## src/rtl/ahb_pkg.sv

```systemverilog
// Shared AHB-Lite encodings and default-slave state type
// for the system AHB interconnect.
package ahb_pkg;

   localparam logic [1:0] HTRANS_IDLE   = 2'b00;
   localparam logic [1:0] HTRANS_BUSY   = 2'b01;
   localparam logic [1:0] HTRANS_NONSEQ = 2'b10;
   localparam logic [1:0] HTRANS_SEQ    = 2'b11;

   localparam logic [1:0] HRESP_OKAY  = 2'b00;
   localparam logic [1:0] HRESP_ERROR = 2'b01;

   typedef enum logic [1:0] {
      DS_IDLE,
      DS_ERR1,
      DS_ERR2
   } ds_state_e;

endpackage

```

## src/rtl/ahb_addr_decoder.sv

```systemverilog
// Parallel base/mask address decoder; lowest index wins
// on overlapping regions.
module ahb_addr_decoder
   import ahb_pkg::*;
#(
   parameter int                           NUM_SLAVES = 4,
   parameter int                           ADDR_W     = 32,
   parameter logic [NUM_SLAVES*ADDR_W-1:0] SLV_BASE   = '0,
   parameter logic [NUM_SLAVES*ADDR_W-1:0] SLV_MASK   = '0
) (
   input  logic [ADDR_W-1:0]     addr,
   output logic [NUM_SLAVES-1:0] hit,
   output logic                  nohit
);

   logic [NUM_SLAVES-1:0] raw;
   logic                  found;

   always_comb begin
      raw = '0;
      for (int i = 0; i < NUM_SLAVES; i++) begin
         raw[i] = (addr & SLV_MASK[i*ADDR_W +: ADDR_W])
                  == SLV_BASE[i*ADDR_W +: ADDR_W];
      end
   end

   always_comb begin
      hit   = '0;
      found = 1'b0;
      for (int i = 0; i < NUM_SLAVES; i++) begin
         if (raw[i] && !found) begin
            hit[i] = 1'b1;
            found  = 1'b1;
         end
      end
   end

   assign nohit = ~|raw;

endmodule

```

## src/rtl/ahb_slave_interconnect.sv

```systemverilog
// AHB-Lite decoder, slave mux and default error slave.
// Optional stall watchdog: define AHB_MUX_TIMEOUT_EN.
module ahb_slave_interconnect
   import ahb_pkg::*;
#(
   parameter int NUM_SLAVES = 4,
   parameter int ADDR_W     = 32,
   parameter int DATA_W     = 32,
   parameter logic [NUM_SLAVES*ADDR_W-1:0] SLV_BASE = {
      32'h3000_0000, 32'h2000_0000, 32'h1000_0000, 32'h0000_0000},
   parameter logic [NUM_SLAVES*ADDR_W-1:0] SLV_MASK = {
      32'hF000_0000, 32'hF000_0000, 32'hF000_0000, 32'hF000_0000},
   parameter int TIMEOUT_CYCLES = 256
) (
   input  logic                         HCLK,
   input  logic                         HRESETn,
   input  logic [ADDR_W-1:0]            HADDR,
   input  logic [1:0]                   HTRANS,
   output logic [NUM_SLAVES-1:0]        HSEL,
   input  logic [NUM_SLAVES-1:0]        HREADYOUT_S,
   input  logic [2*NUM_SLAVES-1:0]      HRESP_S,
   input  logic [DATA_W*NUM_SLAVES-1:0] HRDATA_S,
   output logic                         HREADY,
   output logic [1:0]                   HRESP,
   output logic [DATA_W-1:0]            HRDATA,
   output logic                         TIMEOUT_IRQ
);

   if (NUM_SLAVES < 1 || NUM_SLAVES > 16) begin : g_bad_num
      $error("NUM_SLAVES must be 1..16");
   end
   if (TIMEOUT_CYCLES < 2) begin : g_bad_to
      $error("TIMEOUT_CYCLES must be >= 2");
   end

   logic [NUM_SLAVES-1:0] hit;
   logic                  nohit;
   logic                  req;
   logic [NUM_SLAVES:0]   dsel, dsel_nxt;
   ds_state_e             ds_q, ds_d;
   logic                  slv_sel;
   logic                  slv_rdy;
   logic [1:0]            slv_resp;
   logic [DATA_W-1:0]     rdata;

   ahb_addr_decoder #(
      .NUM_SLAVES (NUM_SLAVES),
      .ADDR_W     (ADDR_W),
      .SLV_BASE   (SLV_BASE),
      .SLV_MASK   (SLV_MASK)
   ) u_dec (
      .addr  (HADDR),
      .hit   (hit),
      .nohit (nohit)
   );

   assign req  = (HTRANS == HTRANS_NONSEQ) ||
                 (HTRANS == HTRANS_SEQ);
   assign HSEL = hit & {NUM_SLAVES{req}};

   // IDLE/BUSY leaves no data phase, so unmapped idles finish OKAY
   always_comb begin
      dsel_nxt = '0;
      if (req && nohit) begin
         dsel_nxt[NUM_SLAVES] = 1'b1;
      end else if (req) begin
         dsel_nxt[NUM_SLAVES-1:0] = hit;
      end
   end

   always_ff @(posedge HCLK) begin
      if (!HRESETn) begin
         dsel <= '0;
      end else if (HREADY) begin
         dsel <= dsel_nxt;
      end
   end

   always_ff @(posedge HCLK) begin
      if (!HRESETn) begin
         ds_q <= DS_IDLE;
      end else begin
         ds_q <= ds_d;
      end
   end

   always_comb begin
      ds_d = ds_q;
      unique case (ds_q)
         DS_IDLE: if (HREADY && req && nohit) ds_d = DS_ERR1;
         DS_ERR1: ds_d = DS_ERR2;
         DS_ERR2: ds_d = (req && nohit) ? DS_ERR1 : DS_IDLE;
         default: ds_d = DS_IDLE;
      endcase
   end

   assign slv_sel = |dsel[NUM_SLAVES-1:0];

   always_comb begin
      slv_rdy  = 1'b1;
      slv_resp = HRESP_OKAY;
      rdata    = '0;
      for (int i = 0; i < NUM_SLAVES; i++) begin
         if (dsel[i]) begin
            slv_rdy  = HREADYOUT_S[i];
            slv_resp = HRESP_S[2*i +: 2];
         end
         rdata = rdata |
                 (HRDATA_S[i*DATA_W +: DATA_W] & {DATA_W{dsel[i]}});
      end
   end

`ifdef AHB_MUX_TIMEOUT_EN
   localparam int CNT_W = $clog2(TIMEOUT_CYCLES + 1);

   logic [CNT_W-1:0] to_cnt;
   logic             to_fire;
   logic             to_err2_q;
   logic             to_irq_q;

   assign to_fire = slv_sel && !to_err2_q &&
                    (to_cnt == CNT_W'(TIMEOUT_CYCLES - 1));

   always_ff @(posedge HCLK) begin
      if (!HRESETn) begin
         to_cnt    <= '0;
         to_err2_q <= 1'b0;
         to_irq_q  <= 1'b0;
      end else begin
         if (HREADY) begin
            to_cnt <= '0;
         end else if (slv_sel && !slv_rdy) begin
            to_cnt <= to_cnt + 1'b1;
         end
         to_err2_q <= to_fire;
         if (to_fire) begin
            to_irq_q <= 1'b1;
         end
      end
   end

   assign TIMEOUT_IRQ = to_irq_q;
`else
   assign TIMEOUT_IRQ = 1'b0;
`endif

   always_comb begin
      HREADY = slv_rdy;
      HRESP  = slv_resp;
      HRDATA = rdata;
      if (dsel[NUM_SLAVES]) begin
         HREADY = (ds_q == DS_ERR2);
         HRESP  = HRESP_ERROR;
      end
`ifdef AHB_MUX_TIMEOUT_EN
      // watchdog overrides a hung slave with its own ERROR pair
      if (to_fire) begin
         HREADY = 1'b0;
         HRESP  = HRESP_ERROR;
      end else if (to_err2_q) begin
         HREADY = 1'b1;
         HRESP  = HRESP_ERROR;
      end
`endif
   end

endmodule

```

## config.mk

```make
export PLATFORM = sky130hd
export DESIGN_NAME = ahb_slave_interconnect
export DESIGN_NICKNAME = d
export VERILOG_FILES = /design/src/rtl/ahb_pkg.sv /design/src/rtl/ahb_addr_decoder.sv /design/src/rtl/ahb_slave_interconnect.sv
export SDC_FILE = /design/constraint.sdc
export NUM_CORES = 1
export LEC_CHECK = 0
export CORE_AREA = 2 2 84 86
export CTS_CLUSTER_SIZE = 12
export DETAILED_ROUTE_END_ITERATION = 12
export DIE_AREA = 0 0 86 88
export HOLD_SLACK_MARGIN = 0.03
export PLACE_DENSITY = 0.7
export SLEW_MARGIN = 5
export SYNTH_ARGS = -nofsm -noshare
export SYNTH_HDL_FRONTEND = slang
export SYNTH_SLANG_ARGS = --single-unit
```

## constraint.sdc

```tcl
create_clock -name HCLK -period 2 [get_ports HCLK]
set_input_delay 0.4 -clock HCLK [delete_from_list [all_inputs] [get_ports HCLK]]
set_output_delay 0.4 -clock HCLK [all_outputs]
set_load 0.01 [all_outputs]
```

# After elaboration in Yosys (flattened, before gate mapping)
# Cells that the tools add are included.
op_classes:
  n_mux: 22
  n_reduce_logical: 14
  bitwise: 8
  eq_ne: 8
op_table:
  columns: ["cell", "count"]
  rows:
  - ["bitwise AND 32 bit", 4]
  - ["bitwise OR 32 bit", 3]
  - ["zero test 32 bit", 1]
  - ["two-way mux 1 bit", 13]
  - ["two-way mux 2 bit", 6]
  - ["equality test 4 x 2 -> 1 bit (second input constant)", 2]
  - ["two-way mux 4 bit", 2]
  - ["equality test 2 bit (second input constant)", 3]
  - ["logical AND 1 bit", 6]
  - ["one-hot mux 2 bit (3 select lines)", 1]
  - ["bitwise AND 4 bit", 1]
  - ["equality test 4 x 1 -> 1 bit (second input constant)", 1]
  - ["zero test 1 bit", 4]
  - ["OR reduction 4 bit", 1]
  - ["equality test 2 x 1 -> 1 bit (second input constant)", 1]
  - ["zero test 2 bit", 1]
  - ["!= test 2 bit (second input constant)", 1]
  - ["logical OR 1 bit", 1]
word_totals:
  out_inout_bits: 40
  elab_cells: 54
  ff_bits: 7

# Logic depth before layout (Yosys ltp)
# Gate-level depths: netlist (run 1).
logic_depth:
  ltp_word: 13
  ltp_mapped: 5
  mapped_depth_nobuf: 4

# Modules after synthesis
# Synthesis (run 1) repeated with hierarchy kept, for this count alone.
unflattened:
  cells_unflattened: 173
  hier_area_um2: 1161.1
by_module_without_submodules:
  columns: ["mod", "area_each_um2", "instances", "cells_per_inst"]
  rows:
  - ["ahb_slave_interconnect", 1118.6, 1, 168]
  - ["ahb_addr_decoder", 42.5, 1, 5]

# Worst setup path before layout (run 1)
# Ideal clock, no wire load.
synth_path:
  path_kind: "reg2out"
  start: "register dsel[1]"
  end: "output HRESP[1]"
  path_stages_with_launch: 6
  setup_slack_ps: 453
  t_arrival_ps: 1147
  cell_sequence: "dfxtp_1 > buf_2 > nand3b_1 > a21oi_1 > a21oi_1 > o31ai_1"
synth_between:
  elab_chain_len: 4
synth_lines:
  columns: ["element", "line", "rtl"]
  rows:
  - ["from (decl)", "ahb_slave_interconnect.sv:39", "logic [NUM_SLAVES:0] dsel, dsel_nxt;"]
  - ["from (signal assigned)", "ahb_slave_interconnect.sv:75", "dsel <= dsel_nxt;"]
  - ["two-way mux 2 bit (3 in a row)", "ahb_slave_interconnect.sv:104", "if (dsel[i]) begin"]
  - ["two-way mux 2 bit", "ahb_slave_interconnect.sv:151", "if (dsel[NUM_SLAVES]) begin"]
  - ["to (decl)", "ahb_slave_interconnect.sv:24", "output logic [1:0] HRESP,"]
# No other way between the ends.

# Final worst setup path (run 1)
layout_path:
  start: "input HRDATA_S[66]"
  end: "output HRDATA[2]"
layout_between:
  elab_chain_len: 3
layout_lines:
  columns: ["element", "line", "rtl"]
  rows:
  - ["from (decl)", "ahb_slave_interconnect.sv:22", "input logic [DATA_W*NUM_SLAVES-1:0] HRDATA_S,"]
  - ["bitwise AND 32 bit", "ahb_slave_interconnect.sv:109", "(HRDATA_S[i*DATA_W +: DATA_W] & {DATA_W{dsel[i]}});"]
  - ["bitwise OR 32 bit (2 in a row)", "ahb_slave_interconnect.sv:108", "rdata = rdata |"]
  - ["to (decl)", "ahb_slave_interconnect.sv:25", "output logic [DATA_W-1:0] HRDATA,"]
# No other way between the ends.

==> results of run 1 <==
[synth_stat cells, drive strengths merged]
cell type and instances:
a21bo 1, a21boi 1, a21oi 7, a22oi 64, and2 1, buf 10, clkbuf 8, conb 1
dfxtp 7, inv 5, nand2 39, nand2b 2, nand3 1, nand3b 3, nor2 5, nor2b 1
nor3 1, nor3b 1, nor4 1, o211ai 1, o21ai 3, o22ai 1, o31ai 4, o32ai 2
or3 1
[per-stage QoR]
step	total power, mW	area, um2	worst slack [ns]
final	0.795	3250	0.0555
after CTS	0.793	3210	-0.0457
after global routing	0.831	3250	-0.00223
after global placement	0.601	3190	-0.312
after floorplan	0.232	1130	0.453
after detailed placement	0.606	3190	-0.334
[sequential cells by signal, indices dropped and copies added (netlist names)]
signal,flops
dsel,5
ds_q,2
[cell type report]
class | instances | area share
sequential | 7 | 0.0461
antenna | 1 | 0.000769
tap | 80 | 0.0308
inverter | 5 | 0.00577
timing repair buffer | 207 | 0.627
clock buffer | 4 | 0.0138
multi-input combinational | 141 | 0.276
[worst max path at each step]
stage | from | end | cells after the start
6_report | HRDATA_S[66] | HRDATA[2] | 4
4_1_cts | HREADYOUT_S[2] | HREADY | 6
3_3_place_gp | HREADYOUT_S[0] | HREADY | 6
3_5_place_dp | HRESP_S[1] | HRESP[1] | 6
2_1_floorplan | dsel[1] | HRESP[1] | 5
5_1_grt | HREADYOUT_S[1] | HREADY | 6
[per-layer routing]
metal  wire [um]  track usage  vias up  share of wire
li1            -            -     1046              -
met1        2700        0.195      961           0.39
met2        3450        0.297      104           0.50
met3         649       0.0377        6          0.095
met4          40       0.0245        0         0.0058
met5           0            0        -              0
[cell families (layout without fill, tap and decap cells)]
| group | count (synthesis) | count (layout) | share of synthesized area |
|---|---|---|---|
| DFF | 7 | 7 | 0.124 |
| other | 1 | 2 | 0.00332 |
| AOI/OAI and AO/OA | 84 | 84 | 0.555 |
| buffers and inverters | 23 | 216 | 0.0920 |
| and+or+nand+nor | 56 | 56 | 0.225 |
[worst max-delay path: stages]
cell	delay (ns)
clkdlybuf4s50_1	0.46
a22oi_1	0.08
nand2_1	0.07
clkdlybuf4s50_1	0.53
[power groups by stage]
stage | Combinational, mW | Clock, mW | Sequential, mW
global route | 0.465 | 0.212 | 0.154
global placement | 0.444 | 0 | 0.157
finish | 0.437 | 0.205 | 0.153
CTS | 0.437 | 0.204 | 0.152
floorplan | 0.0789 | 0 | 0.153
detailed placement | 0.450 | 0 | 0.157
[repair_timing]
item / CTS / global route
cloned: 0 / 0
endpoints found under the hold margin: 0 / 0
pin swaps: 0 / 4
setup endpoints to repair: 39 / 7
gates resized for setup: 47 / 13
==> reports/qor.csv, run 1 <==
stage;metric;value;unit
route;wirelength;6.85;mm
die;num_io_pins;216;
route;vias_per_cell;4.76;
die;coreArea;6640;um2
power_and_ir_drop;seqPwrFrac;0.192;
route;drcViolationCount;0;
critical_path;arrival;1.54;ns
synth;synth.largest_area_cell;a22oi_1;
die;fp.dieArea;7570;um2
run_status;status;finished, final reports clean;
power_and_ir_drop;combPwrFrac;0.550;
route;drtAntennaViolNets;0;
synth;yosysWarnings;0;
critical_path;r2r_start;dsel[0];
min_path;min_delay_path_depth;1;
synth;synth_cell_types;29;
power_and_ir_drop;power-per-cell-area;244;nW/um2
synth;synth_top_area_frac;0.426;
cells_and_area;fillers;682;
cells_and_area;multi_input_area;898;um2
cells_and_area;area_delta_synth_final;188;%
sta;hold_viol_final;0;
die;fp.dieH;88;um
critical_path;r2r_slack;0.62;ns
sta;max_freq;514;MHz
global_route;grt_pass1_vias;2051;
synth;synth_nets;347;
clocking;root_buffer;clkbuf_8;
cells_and_area;drive_gt1_frac;0.102;
sta;rsz0062_at_grt;yes;
route;vias;2117;
sta;min_period_over_period;0.972;
cells_and_area;regArea;150;um2
clocking;cts_tree;yes;
synth;synth-seq-area-share;0.124;
die;die_w;86;um
sta;skew;0.00730;ns
synth;synth_seq_cells;7;
min_path;hp-class;flop to flop;
critical_path;worst_ep_required_time;1.60;ns
global_route;grt_max_degree;19;
sta;whs;0.444;ns
die;num_rows;30;
power_and_ir_drop;swShare;0.241;
critical_path;worstPathMaxFanout;1;
synth;synthesis.area;1130;um2
synth;synth_top_cells_by_area;a22oi_1, nand2_1, dfxtp_1;
die;start_util;0.170;
clocking;numCtsBuffers;3;
critical_path;crit_type;primary input to output pin;
placed_design;routabilityCongestion;0.820;
sta;report.final.slew_viol_count;0;
cells_and_area;most-common-layout-cells;clkdlybuf4s50_1, a22oi_1, nand2_1;
placed_design;placed_cells;440;
clocking;clkSinkCount;7;
cells_and_area;fin_cells;445;
synth;avgSynthCellArea;6.60;um2
critical_path;crit_path_start_kind;primary input;
critical_path;r2r-end;dsel[1];
placed_design;dpl.hpwl;5.53;mm
synth;synth_cells;171;
sta;final.min_clock_period;1.94;ns
clocking;cts_max_path_buffers;2;
cells_and_area;mostFrequentLayoutCell;clkdlybuf4s50_1;
route;first_pass_iters;4;
clocking;clk_pin_slew;0.04;ns
clocking;cts_hold_buffers;0;
min_path;hold_path.startpoint;ds_q[1];
global_route;antenna_found_initial;1;
route;first_iter_violations;50;
power_and_ir_drop;p_clk_frac;0.257;
cells_and_area;final_core_util;0.490;
clocking;cts_setup_buffers;0;
cells_and_area;fin_nets;541;
power_and_ir_drop;intPower;0.604;mW
power_and_ir_drop;p_sw;0.192;mW
placed_design;io_buffers;185;
sta;finalSetupTns;0;ns
critical_path;crit_path_end_kind;output pin;
critical_path;r2r_cells;5;
job;max_cap_violations;0;
min_path;hold_end;ds_q[1];
global_route;overflow;0;
sta;setup_viol;0;
power_and_ir_drop;irDropWorstVdd;0.000264;V
clocking;clock_latency;0.23;ns
global_route;grt_usage;0.162;
clocking;htree_levels;1;
power_and_ir_drop;p_leak;1.51;nW
global_route;grt_pass1_wl;9.95;mm
route;routedWlPerCell;15.4;um
Power figures use the tool's default switching activity.
==> inputs of run 2 (changes only) <==
==> constraint.sdc (replaced) <==
create_clock -name HCLK -period 2 [get_ports HCLK]
set_input_delay 0.2 -clock HCLK [delete_from_list [all_inputs] [get_ports HCLK]]
set_output_delay 0.2 -clock HCLK [all_outputs]
set_load 0.01 [all_outputs]
==> reports/qor.csv, run 2 (same netlist as run 1, synthesis figures left out) <==
stage;metric;value;unit;change
run_status;status;finished, final reports clean;;unchanged
clocking;cts_tree;yes;;unchanged
clocking;root_buffer;clkbuf_8;;unchanged
cells_and_area;area_delta_synth_final;180;%;was 188%
clocking;clock_latency;0.23;ns;about the same
sta;setup_viol;0;;unchanged
sta;hold_viol_final;0;;unchanged
route;wl_met3;585;um;was 649 um
sta;fin_ws;0.0740;ns;was 0.0555 ns
route;first_iter_violations;66;;was 50
global_route;antenna_found_initial;1;;unchanged
power_and_ir_drop;power-per-cell-area;250;nW/um2;was 244 nW/um2
placed_design;io_buffers;185;;unchanged
route;routedWlPerCell;15.0;um;was 15.4 um
min_path;hold_path.startpoint;ds_q[1];;unchanged
job;max_cap_violations;0;;unchanged
die;num_io_pins;216;;unchanged
route;vias;2037;;was 2117
sta;final.min_clock_period;1.93;ns;was 1.94 ns
die;coreArea;6640;um2;unchanged
critical_path;r2r_start;dsel[0];;unchanged
die;die_w;86;um;unchanged
clocking;clkSinkCount;7;;unchanged
critical_path;crit_type;primary input to output pin;;unchanged
cells_and_area;fillers;655;;was 682
placed_design;dpl.hpwl;5.24;mm;was 5.53 mm
sta;rsz0062_at_grt;no;;was yes
die;num_rows;30;;unchanged
critical_path;worst_ep_required_time;1.80;ns;was 1.60 ns
route;drtAntennaViolNets;0;;unchanged
critical_path;crit_path_start_kind;primary input;;unchanged
global_route;grt_pass1_wl;9.44;mm;was 9.95 mm
placed_design;routabilityCongestion;0.785;;was 0.820
power_and_ir_drop;p_leak;1.24;nW;was 1.51 nW
sta;min_period_over_period;0.963;;was 0.972
clocking;clk_pin_slew;0.04;ns;about the same
route;vias_per_cell;4.69;;was 4.76
power_and_ir_drop;finalPower;0.790;mW;was 0.795 mW
min_path;min_delay_path_depth;1;;unchanged
clocking;numCtsBuffers;3;;unchanged
die;fp.dieArea;7570;um2;unchanged
cells_and_area;mostFrequentLayoutCell;clkdlybuf4s50_1;;unchanged
cells_and_area;drive_gt1_frac;0.0538;;was 0.102
global_route;grt_pass1_vias;1986;;was 2051
cells_and_area;largest_reg_flops;5;;unchanged
route;wl_met1;2.61;mm;was 2.70 mm
cells_and_area;most-common-layout-cells;clkdlybuf4s50_1, a22oi_1, nand2_1;;unchanged
clocking;cts_max_path_buffers;2;;unchanged
min_path;hp-class;flop to flop;;unchanged
power_and_ir_drop;irDropWorstVdd;0.000323;V;was 0.000264 V
cells_and_area;largest-register;dsel;;unchanged
cells_and_area;fin_nets;530;;was 541
global_route;overflow;0;;unchanged
critical_path;crit_path_start;HREADYOUT_S[0];;was HRDATA_S[66]
critical_path;arrival;1.73;ns;was 1.54 ns
sta;report.final.slew_viol_count;0;;unchanged
clocking;cts_setup_buffers;0;;unchanged
route;drcViolationCount;0;;unchanged
route;wirelength;6.50;mm;was 6.85 mm
die;fp.dieH;88;um;unchanged
critical_path;worstPathMaxFanout;3;;was 1
sta;finalSetupTns;0;ns;unchanged
critical_path;r2r_cells;5;;unchanged
critical_path;crit_path_end_kind;output pin;;unchanged
sta;skew;0.00511;ns;was 0.00730 ns
route;routed.top_layer;met4;;unchanged
cells_and_area;reg_top3;dsel: 5 flops, ds_q: 2 flops;;unchanged
sta;max_freq;519;MHz;was 514 MHz
placed_design;place_ws;0.0659;ns;was -0.334 ns
route;wl_met2;3.27;mm;was 3.45 mm
die;start_util;0.170;;unchanged
global_route;grt_usage;0.152;;was 0.162
clocking;htree_levels;1;;unchanged
route;first_pass_iters;7;;was 4
global_route;grt_max_degree;25;;was 19
-- run 2: cell types whose count changed in the layout (fill, tap and decap cells not counted), sizes merged --
cell,change
buf,-12
clkdlybuf4s15,-1
dlygate4sd2,-31
clkdlybuf4s50,+37
dlymetal6s2s,-4
-- run 2: final cells by class --
type | instances | area [um2] | share of cell area
repair buffers | 196 | 1970 | 0.622
multi-input cells | 141 | 887 | 0.280
flip-flops and latches | 7 | 141 | 0.0447
well taps | 80 | 100 | 0.0316
clock buffers | 4 | 45.0 | 0.0142
inverters | 5 | 18.8 | 0.00593
diodes | 1 | 2.50 | 0.000791
-- run 2: worst max-delay path, stage by stage --
cell and delay (ns):
clkdlybuf4s50_1 0.51, nor3b_4 0.06, o31ai_4 0.27, a21boi_2 0.09, inv_1 0.06, clkdlybuf4s50_1 0.53
-- run 2: power breakdown --
part / internal [mW] / switching [mW]
sequential: 0.146 / 0.00782
combinational: 0.324 / 0.111
clock: 0.138 / 0.0634
-- run 2: worst paths after layout --
path / end / slack, ns
worst min register to register: ds_q[1] / 0.44
worst min-delay path: ds_q[1] / 0.44
worst max-delay path: HREADY / 0.07
worst max register to register: dsel[2] / 0.61
-- run 2: layer usage --
metal  vias to the layer above  GRT usage
met4                         0     0.0303
li1                       1025          -
met2                       100      0.282
met5                         -          0
met1                       909      0.180
met3                         3     0.0349
-- run 2: timing repair --
| item | in CTS | in global routing |
|---|---|---|
| hold buffers | 0 | 0 |
| pin swaps | 0 | 0 |
| gates resized for setup | 1 | 4 |
| setup endpoints to repair | 3 | 7 |
-- run 2: stage by stage --
stage	instance area, um2	utilization	cells	hold WS, ns
after detailed placement	3100	0.467	429	0.432
after global routing	3160	0.476	433	0.471
after CTS	3150	0.474	433	0.448
after floorplan	1130	-	171	0.321
after global placement	3100	0.467	429	0.423
final	3160	0.476	434	0.444
==> inputs of run 3 (changes only) <==
Settings changed: MAX_ROUTING_LAYER set to met4.
==> reports/qor.csv, run 3 (same netlist as run 1, synthesis figures left out) <==
stage;metric;value;unit;change
run_status;status;finished, final reports clean;;unchanged
cells_and_area;largest-register;dsel;;unchanged
power_and_ir_drop;p_clk_frac;0.255;;about the same
route;first_pass_iters;4;;was 7
die;start_util;0.170;;unchanged
critical_path;path_delay_family;buffers and inverters;;unchanged
die;coreArea;6640;um2;unchanged
sta;min_period_over_period;0.960;;was 0.963
min_path;hp-class;flop to flop;;unchanged
power_and_ir_drop;combPwrFrac;0.551;;was 0.550
die;num_io_pins;216;;unchanged
cells_and_area;drive_gt1_frac;0.0567;;was 0.0538
critical_path;r2r_start;dsel[0];;unchanged
global_route;antenna_found_initial;1;;unchanged
power_and_ir_drop;swShare;0.231;;about the same
critical_path;worst_ep_required_time;1.80;ns;about the same
sta;report.final.slew_viol_count;0;;unchanged
clocking;cts_resized;1;;unchanged
power_and_ir_drop;p_leak;1.24;nW;about the same
power_and_ir_drop;irDropWorstVdd;0.000327;V;was 0.000323 V
route;vias;2052;;was 2037
die;num_rows;30;;unchanged
critical_path;path_depth;6;;unchanged
route;wirelength;6.52;mm;was 6.50 mm
sta;finalSetupTns;0;ns;unchanged
sta;max_freq;521;MHz;was 519 MHz
placed_design;dpl.hpwl;5.24;mm;unchanged
clocking;cts_max_path_buffers;2;;unchanged
critical_path;r2r-end;dsel[2];;unchanged
global_route;grt_pass1_wl;9.46;mm;was 9.44 mm
sta;final.min_clock_period;1.92;ns;was 1.93 ns
critical_path;crit_type;primary input to output pin;;unchanged
clocking;htree_levels;1;;unchanged
route;drtAntennaViolNets;0;;unchanged
critical_path;crit_path_start_kind;primary input;;unchanged
cells_and_area;fin_nets;530;;unchanged
critical_path;crit_top_cell;clkdlybuf4s50_1;;unchanged
critical_path;crit_path_start;HREADYOUT_S[0];;unchanged
cells_and_area;reg_top3;dsel: 5 flops, ds_q: 2 flops;;unchanged
sta;skew;0.00423;ns;was 0.00511 ns
critical_path;slowest_delay;0.53;ns;about the same
sta;setup_viol;0;;unchanged
critical_path;arrival;1.72;ns;was 1.73 ns
cells_and_area;mostFrequentLayoutCell;clkdlybuf4s50_1;;unchanged
clocking;root_buffer;clkbuf_8;;unchanged
route;drcViolationCount;0;;unchanged
sta;rsz0062_at_grt;no;;unchanged
clocking;clkSinkCount;7;;unchanged
global_route;overflow;0;;unchanged
power_and_ir_drop;intPower;0.607;mW;was 0.608 mW
placed_design;routabilityCongestion;0.796;;was 0.785
placed_design;io_buffers;185;;unchanged
route;first_iter_violations;68;;was 66
die;fp.dieArea;7570;um2;unchanged
critical_path;r2r_cells;5;;unchanged
clocking;cts_tree;yes;;unchanged
power_and_ir_drop;p_sw;0.182;mW;about the same
critical_path;crit_slowest_cell;clkdlybuf4s50_1;;unchanged
die;fp.dieH;88;um;unchanged
global_route;grt_usage;0.157;;was 0.152
critical_path;path_buf_inv;3;;unchanged
clocking;cts_setup_buffers;0;;unchanged
clocking;clk_pin_slew;0.04;ns;about the same
sta;hold_viol_final;0;;unchanged
placed_design;dpl-instance-area;3100;um2;unchanged
clocking;cts_hold_buffers;0;;unchanged
global_route;grt_pass1_vias;1981;;was 1986
global_route;grt_max_degree;25;;unchanged
power_and_ir_drop;seqPwrFrac;0.194;;was 0.195
cells_and_area;final_area;3160;um2;unchanged
cells_and_area;area_delta_synth_final;180;%;unchanged
critical_path;crit_path_end_kind;output pin;;unchanged
cells_and_area;most-common-layout-cells;clkdlybuf4s50_1, a22oi_1, nand2_1;;unchanged
clocking;clock_latency;0.23;ns;about the same
critical_path;r2r_slack;0.65;ns;was 0.61 ns
critical_path;critPathCapture;HREADY;;unchanged
power_and_ir_drop;power-per-cell-area;249;nW/um2;was 250 nW/um2
die;die_w;86;um;unchanged
cells_and_area;fillers;653;;was 655
cells_and_area;largest_reg_flops;5;;unchanged
route;vias_per_cell;4.73;;was 4.69
critical_path;cp_cell_sequence;clkdlybuf4s50_1 > nor3b_4 > o31ai_4 > a21boi_2 > inv_1 > clkdlybuf4s50_1;;unchanged
critical_path;worstPathMaxFanout;3;;unchanged
job;max_cap_violations;0;;unchanged
route;routedWlPerCell;15.0;um;about the same
clocking;numCtsBuffers;3;;unchanged
==> run 3: changes by cell type in the layout (fill, tap and decap cells not counted) <==
cell	previous run	this run
buf_4	8	9
buf_6	1	0
dfxtp_1	6	5
dfxtp_4	0	1
==> run 3: metal layers <==
metal	track usage	wire, um	vias to the layer above
li1	-	-	1026
met1	0.183	2620	919
met2	0.281	3280	104
met3	0.0320	584	3
met4	0.0303	34	0
met5	-	0	-
==> run 3: worst min path at each step <==
stage / slack [ns] / startpoint / cells past startpoint / to
final: 0.44 / ds_q[1] / 1 / ds_q[1]
after global routing: 0.47 / ds_q[0] / 1 / ds_q[0]
after CTS: 0.45 / ds_q[1] / 1 / ds_q[1]
after detailed placement: 0.43 / ds_q[0] / 1 / ds_q[0]
after global placement: 0.42 / ds_q[1] / 1 / ds_q[1]
after floorplan: 0.32 / HRESETn / 2 / ds_q[1]
==> run 3: power by group through the flow <==
stage | registers [mW] | clock network [mW] | logic (mW)
global route | 0.154 | 0.214 | 0.462
finish | 0.153 | 0.201 | 0.435
floorplan | 0.153 | 0 | 0.0789
CTS | 0.154 | 0.204 | 0.437
global placement | 0.156 | 0 | 0.430
detailed placement | 0.156 | 0 | 0.434
==> run 3: cell type report <==
class / instances / area [um2] / share of cell area
multi-input combinational: 141 / 887 / 0.280
antenna: 1 / 2.50 / 0.000791
tap: 80 / 100 / 0.0316
sequential: 7 / 145 / 0.0459
clock buffer: 4 / 45.0 / 0.0142
inverter: 5 / 18.8 / 0.00593
timing repair buffer: 196 / 1960 / 0.621
==> run 3: per-stage QoR <==
| step | power (mW) | hold WS (ns) | utilization | std cells | setup slack (ns) |
|---|---|---|---|---|---|
| after floorplan | 0.232 | 0.321 | - | 171 | 0.653 |
| after global placement | 0.586 | 0.423 | 0.467 | 429 | 0.0546 |
| after detailed placement | 0.590 | 0.432 | 0.467 | 429 | 0.0659 |
| after CTS | 0.795 | 0.448 | 0.474 | 433 | 0.0406 |
| after global routing | 0.829 | 0.471 | 0.476 | 434 | 0.00576 |
| final | 0.789 | 0.445 | 0.476 | 434 | 0.0801 |
